File: config.mk
export PLATFORM = sky130hd
export DESIGN_NAME = drive_sched
export DESIGN_NICKNAME = d
export VERILOG_FILES = /design/src/rtl/drive_sched.sv
export SDC_FILE = /design/constraint.sdc
export NUM_CORES = 1
export LEC_CHECK = 0
export CAP_MARGIN = 20
export CORE_AREA = 2 2 59 50
export CTS_CLUSTER_DIAMETER = 80
export DETAILED_ROUTE_END_ITERATION = 10
export DIE_AREA = 0 0 61 52
export DONT_BUFFER_PORTS = 1
export PLACE_DENSITY = 0.71
export SYNTH_ARGS = -nofsm -noshare
export SYNTH_HDL_FRONTEND = slang
export SYNTH_SLANG_ARGS = --single-unit
File: constraint.sdc
create_clock -name clk -period 2.2 [get_ports clk]
set_clock_uncertainty 0.15 [all_clocks]
set_input_delay 0.44 -clock clk [delete_from_list [all_inputs] [get_ports clk]]
set_output_delay 0.44 -clock clk [all_outputs]
set_load 0.02 [all_outputs]
File: src/rtl/drive_sched.sv
// Motor-drive scheduler: fixed-priority ownership of the RSLK motor datapath, code-to-H-bridge
// translation, PWM gating and dead-time before any direction reversal. Optional macro: DRIVE_SCHED_RAMP_EN.
module drive_sched #(
    parameter int NREQ     = 3,
    parameter int DEAD     = 4,
    parameter int PWM_BITS = 8,
    parameter int RAMP_DIV = 1000
) (
    input  logic                clk,
    input  logic                rst,
    input  logic [NREQ-1:0]     req,
    input  logic [3*NREQ-1:0]   cmd,
    input  logic [PWM_BITS-1:0] duty,
    output logic [NREQ-1:0]     grant,
    output logic [2:0]          active,
    output logic                busy,
    output logic                en_l,
    output logic                en_r,
    output logic                dir_l,
    output logic                dir_r
);

    typedef enum logic [1:0] {IDLE, RUN, DEAD_T} state_t;

    localparam int DW = $clog2(DEAD + 1);
    localparam logic [DW-1:0] DEAD_LAST = DW'(DEAD);
    localparam logic [DW-1:0] DEAD_PRE  = DW'(DEAD - 1);

    if (DEAD < 1 || RAMP_DIV < 1) begin : g_param_check
        $error("drive_sched: DEAD and RAMP_DIV must be at least 1");
    end

    state_t state, state_n;
    logic [DW-1:0] dcnt, dcnt_n;
    logic [PWM_BITS-1:0] cnt, eff_duty;
    logic [NREQ-1:0] win;
    logic [2:0] wcmd, tcode, active_n;
    logic t_en_l, t_dir_l, t_en_r, t_dir_r, need_dead, launch;
    logic busy_n, en_l_n, en_r_n, dir_l_n, dir_r_n;

    // {en_l, dir_l, en_r, dir_r}; dir 1 = reverse
    function automatic logic [3:0] decode(input logic [2:0] c);
        case (c)
            3'd1:    return 4'b1010;
            3'd2:    return 4'b1011;
            3'd3:    return 4'b1110;
            3'd4:    return 4'b1111;
            default: return 4'b0000;
        endcase
    endfunction

`ifdef DRIVE_SCHED_RAMP_EN
    localparam int RW = (RAMP_DIV < 2) ? 1 : $clog2(RAMP_DIV);
    logic [RW-1:0]       rcnt;
    logic [PWM_BITS-1:0] ramp;

    // Held at zero outside RUN so every entry into RUN starts the ramp from 0.
    always_ff @(posedge clk) begin
        if (rst || state != RUN) begin
            ramp <= '0;
            rcnt <= '0;
        end else if (ramp > duty) begin
            ramp <= duty;
            rcnt <= '0;
        end else if (ramp < duty) begin
            if (rcnt == RW'(RAMP_DIV - 1)) begin
                rcnt <= '0;
                ramp <= ramp + 1'b1;
            end else begin
                rcnt <= rcnt + 1'b1;
            end
        end
    end

    assign eff_duty = (ramp < duty) ? ramp : duty;
`else
    assign eff_duty = duty;
`endif

    // Lowest index wins, so a higher-index request can never displace the owner.
    always_comb begin
        win  = '0;
        wcmd = 3'd0;
        for (int i = NREQ - 1; i >= 0; i--) begin
            if (req[i]) begin
                win    = '0;
                win[i] = 1'b1;
                wcmd   = cmd[3*i +: 3];
            end
        end
        tcode = (wcmd > 3'd4) ? 3'd0 : wcmd;
        {t_en_l, t_dir_l, t_en_r, t_dir_r} = decode(tcode);
        need_dead = (t_en_l && (t_dir_l != dir_l)) || (t_en_r && (t_dir_r != dir_r));
    end

    // NOTE: every output of this block gets a default first so no path can infer a latch.
    always_comb begin
        state_n  = state;
        dcnt_n   = dcnt;
        dir_l_n  = dir_l;
        dir_r_n  = dir_r;
        active_n = 3'd0;
        busy_n   = 1'b0;
        en_l_n   = 1'b0;
        en_r_n   = 1'b0;
        launch   = (state != DEAD_T) || (dcnt == DEAD_LAST);

        if (!launch) begin
            busy_n = 1'b1;
            dcnt_n = dcnt + 1'b1;
            // Last dead cycle: enables still low, bridge already set to the new direction.
            if (dcnt == DEAD_PRE) begin
                if (t_en_l) dir_l_n = t_dir_l;
                if (t_en_r) dir_r_n = t_dir_r;
            end
        end else if (req == '0) begin
            state_n = IDLE;
        end else if (need_dead) begin
            state_n = DEAD_T;
            dcnt_n  = '0;
            busy_n  = 1'b1;
        end else begin
            state_n  = RUN;
            active_n = tcode;
            if (t_en_l) dir_l_n = t_dir_l;
            if (t_en_r) dir_r_n = t_dir_r;
            en_l_n = t_en_l && (cnt < eff_duty);
            en_r_n = t_en_r && (cnt < eff_duty);
        end
    end

    // NOTE: sequential state uses non-blocking assignments so all registers update together.
    always_ff @(posedge clk) begin
        if (rst) begin
            state  <= IDLE;
            dcnt   <= '0;
            cnt    <= '0;
            grant  <= '0;
            active <= 3'd0;
            busy   <= 1'b0;
            en_l   <= 1'b0;
            en_r   <= 1'b0;
            dir_l  <= 1'b0;
            dir_r  <= 1'b0;
        end else begin
            state  <= state_n;
            dcnt   <= dcnt_n;
            cnt    <= cnt + 1'b1;
            grant  <= win;
            active <= active_n;
            busy   <= busy_n;
            en_l   <= en_l_n;
            en_r   <= en_r_n;
            dir_l  <= dir_l_n;
            dir_r  <= dir_r_n;
        end
    end

endmodule

==> qor.yml <==
status:
  outcome: "finished, final reports clean"
worst_setup_path:
  crit_start: "dcnt[0]"
  cp_top_family: "compound AO/OA/AOI/OAI gates"
  cpMaxStageDelayCell: "dfxtp_1"
  worst-r2r-setup-slack_ps: 260
  critPathArrivalTime_ps: 2010
  endpoint_kind: "flip-flop"
  timing.rr.start: "dcnt[0]"
  crit_buf_inv: 1
  r2r_end: "dir_r"
  endpoint: "dir_r"
  crit_cells: 8
  cp_max_fo: 4
  reg2reg_depth: 8
  critPathLaunchType: "flip-flop"
  crit_path_max_incr_delay_ps: 380
  path_cells: "inv_1 -> ha_1 -> nand2_1 -> and3b_1 -> nor2_1 -> o311a_4 -> o32a_1 -> o221a_1"
  crit_required_ps: 2270
  critPathKind: "reg -> reg"
yosys:
  synth_top_area_cell: "dfxtp_1"
  synth_edf_count: 0
  synth_nets: 176
  ys_types: 44
  yosysMostFrequentCell: "dfxtp_1"
  synthArstFlopShare: 0
  ys_seq_area_frac: 0.3392
  synth_ff_type: "dfxtp_1"
  synth_area_leaders: "dfxtp_1 (34%), ha_1 (10%), nor2_1 (5.0%)"
  ys_ff_latch: 23
  synth_top_area_frac: 0.3392
  synth.cell_area_um2: 1358
  avgSynthCellArea_um2: 9.493
  synth.top_cells.by_count: "dfxtp_1 (23), nor2_1 (18), inv_1 (12)"
  ys.warnings.count: 0
  syn-instance-count: 143
job:
  max_cap_viol_count: 0
cts:
  ctsRootBufferMaster: "clkbuf_4"
  cts_tree: "built"
  cts_buffers: 3
  clockBufferDepth: 2
  hold_buffers: 0
  cts-htree-levels: 1
  cts_resized: 0
  cts_setup_buffers: 0
  clkTransAtPathRegs_ps: 120
  clkSinkCount: 23
  clock_latency_ps: 310
detailed_routing:
  via_per_inst: 5.522
  route.met3.wl_um: 145
  wl_met2_mm: 1.208
  top_layer_used: "met4"
  antenna_left: 0
  drc: 0
  drt_iter0_drc: 47
  via_count: 1016
  drt-met1-wl_mm: 1.110
  wirelength_mm: 2.507
  drt-pass1-iter-count: 4
  wl_per_cell_um: 13.63
global_routing:
  grtUsageTotal: 0.1783
  antenna_found_initial: 0
  grt_pass1_vias: 903
  grt_pass1_wl_mm: 4.091
  overflow: 0
  grt_max_degree: 20
cells_and_area:
  utilization: 0.5447
  drive_gt1_frac: 0.1575
  fillers: 260
  final_cells: 184
  final_nets: 180
  syn_to_final_growth_pct: 4.977
  antenna_cells: 0
timing:
  rsz0062_at_grt: "false"
  setup_viol: 0
  period_share: 0.8803
  finalHoldViolCount: 0
  maxSlewViolCount: 0
  worst_pin_slew_ps: 511.3
  fin_crit_ps: 1937
  slew-limit-headroom: 0.6567
  fin_tns_setup_ps: 0
  max_freq_mhz: 516.3
  setup_slack_ps: 263.3
floorplanning:
  die_y_um: 52
  io_pins: 33
  rows: 17
  core-area_um2: 2616
  die_x_um: 61
  floorplan.initialDensity: 0.5189
  dieArea_um2: 3172
hold_path:
  hp-class: "in -> reg"
placement:
  place_inst: 180
  dp_hpwl_mm: 1.996
  dp_worst_setup_slack_ps: 25.51
  gp_congestion: 0.8398
  portBuffers: 0
pwr:
  ir_worst_vdd_mv: 0.2985
  p_leak_nw: 0.6090
  power.density_nw_per_um2: 627.4
==> metal layers <==
layer,global-route usage,up-vias
met2,0.2724,24
met1,0.2277,478
met4,0.07609,0
met5,0,-
li1,-,510
met3,0.05970,4
==> worst min-delay path by stage <==
stage	start	to	slack, ps	cells past startpoint
after floorplan	cnt[0]	cnt[0]	270	1
after global placement	cnt[0]	cnt[0]	290	1
after detailed placement	cnt[0]	cnt[0]	300	1
after CTS	rst	cnt[0]	7	1
after global routing	rst	dir_l	2	1
final	rst	cnt[0]	20	1
==> flip-flops by register name (all words and copies together), names as in the netlist <==
register / count
grant: 3
active: 3
dir_l: 1
busy: 1
en_l: 1
cnt: 8
dcnt: 3
dir_r: 1
state: 2
==> cell usage in the layout, fill, tap and decap left out, types with 4 or more instances in the layout <==
cell,Yosys,routed
inv_1,12,12
a21oi_1,6,6
dfxtp_1,23,23
xor2_1,4,4
a21o_1,5,5
nor2_1,18,18
nand3_1,4,4
ha_1,11,11
buf_4,1,4
==> worst register-to-register path, delay by kind of cell, from the launching register on <==
family	cells	cell delay (ps)
AOI/OAI and AO/OA	3	650
adders and majority gates	1	200
buffers and inverters	1	70
DFF	1	380
and+or+nand+nor	3	390
==> cells by family (layout without fill, tap and decap cells) <==
logic type / count (synthesis) / count (layout) / share of synthesized area
compound gates: 33 / 33 / 0.2184
xor+xnor: 7 / 7 / 0.04516
fa+ha+maj: 11 / 11 / 0.1014
buf+inv: 17 / 20 / 0.06082
flops: 23 / 23 / 0.3392
mux: 1 / 1 / 0.01659
simple gates: 51 / 51 / 0.2184
==> power breakdown <==
group          total (W)  switching [W]  internal [W]
Sequential      0.000484      0.0000373      0.000446
Combinational   0.000214       0.000113      0.000101
Clock           0.000196       0.000128     0.0000681
Total           0.000894       0.000279      0.000616
==> stage by stage <==
step | total power [W] | hold slack, ps | cell area (µm²)
final | 0.0008941 | 19.53 | 1425
after global routing | 0.0009423 | 2.341 | 1425
after CTS | 0.0009052 | 7.313 | 1425
after detailed placement | 0.0007079 | 301.8 | 1398
after global placement | 0.0007017 | 288.1 | 1398
after floorplan | 0.0006729 | 270.8 | 1358
==> layout make-up <==
class / count / area, µm² / area share
Clock inverter: 1 / 5.005 / 0.003512
Tap cell: 38 / 47.55 / 0.03336
Timing Repair Buffer: 4 / 30.03 / 0.02107
Multi-Input combinational cell: 103 / 814.5 / 0.5716
Clock buffer: 3 / 22.52 / 0.01580
Inverter: 12 / 45.04 / 0.03161
Sequential cell: 23 / 460.4 / 0.3231
No activity file was read; power rests on OpenSTA's default activity.
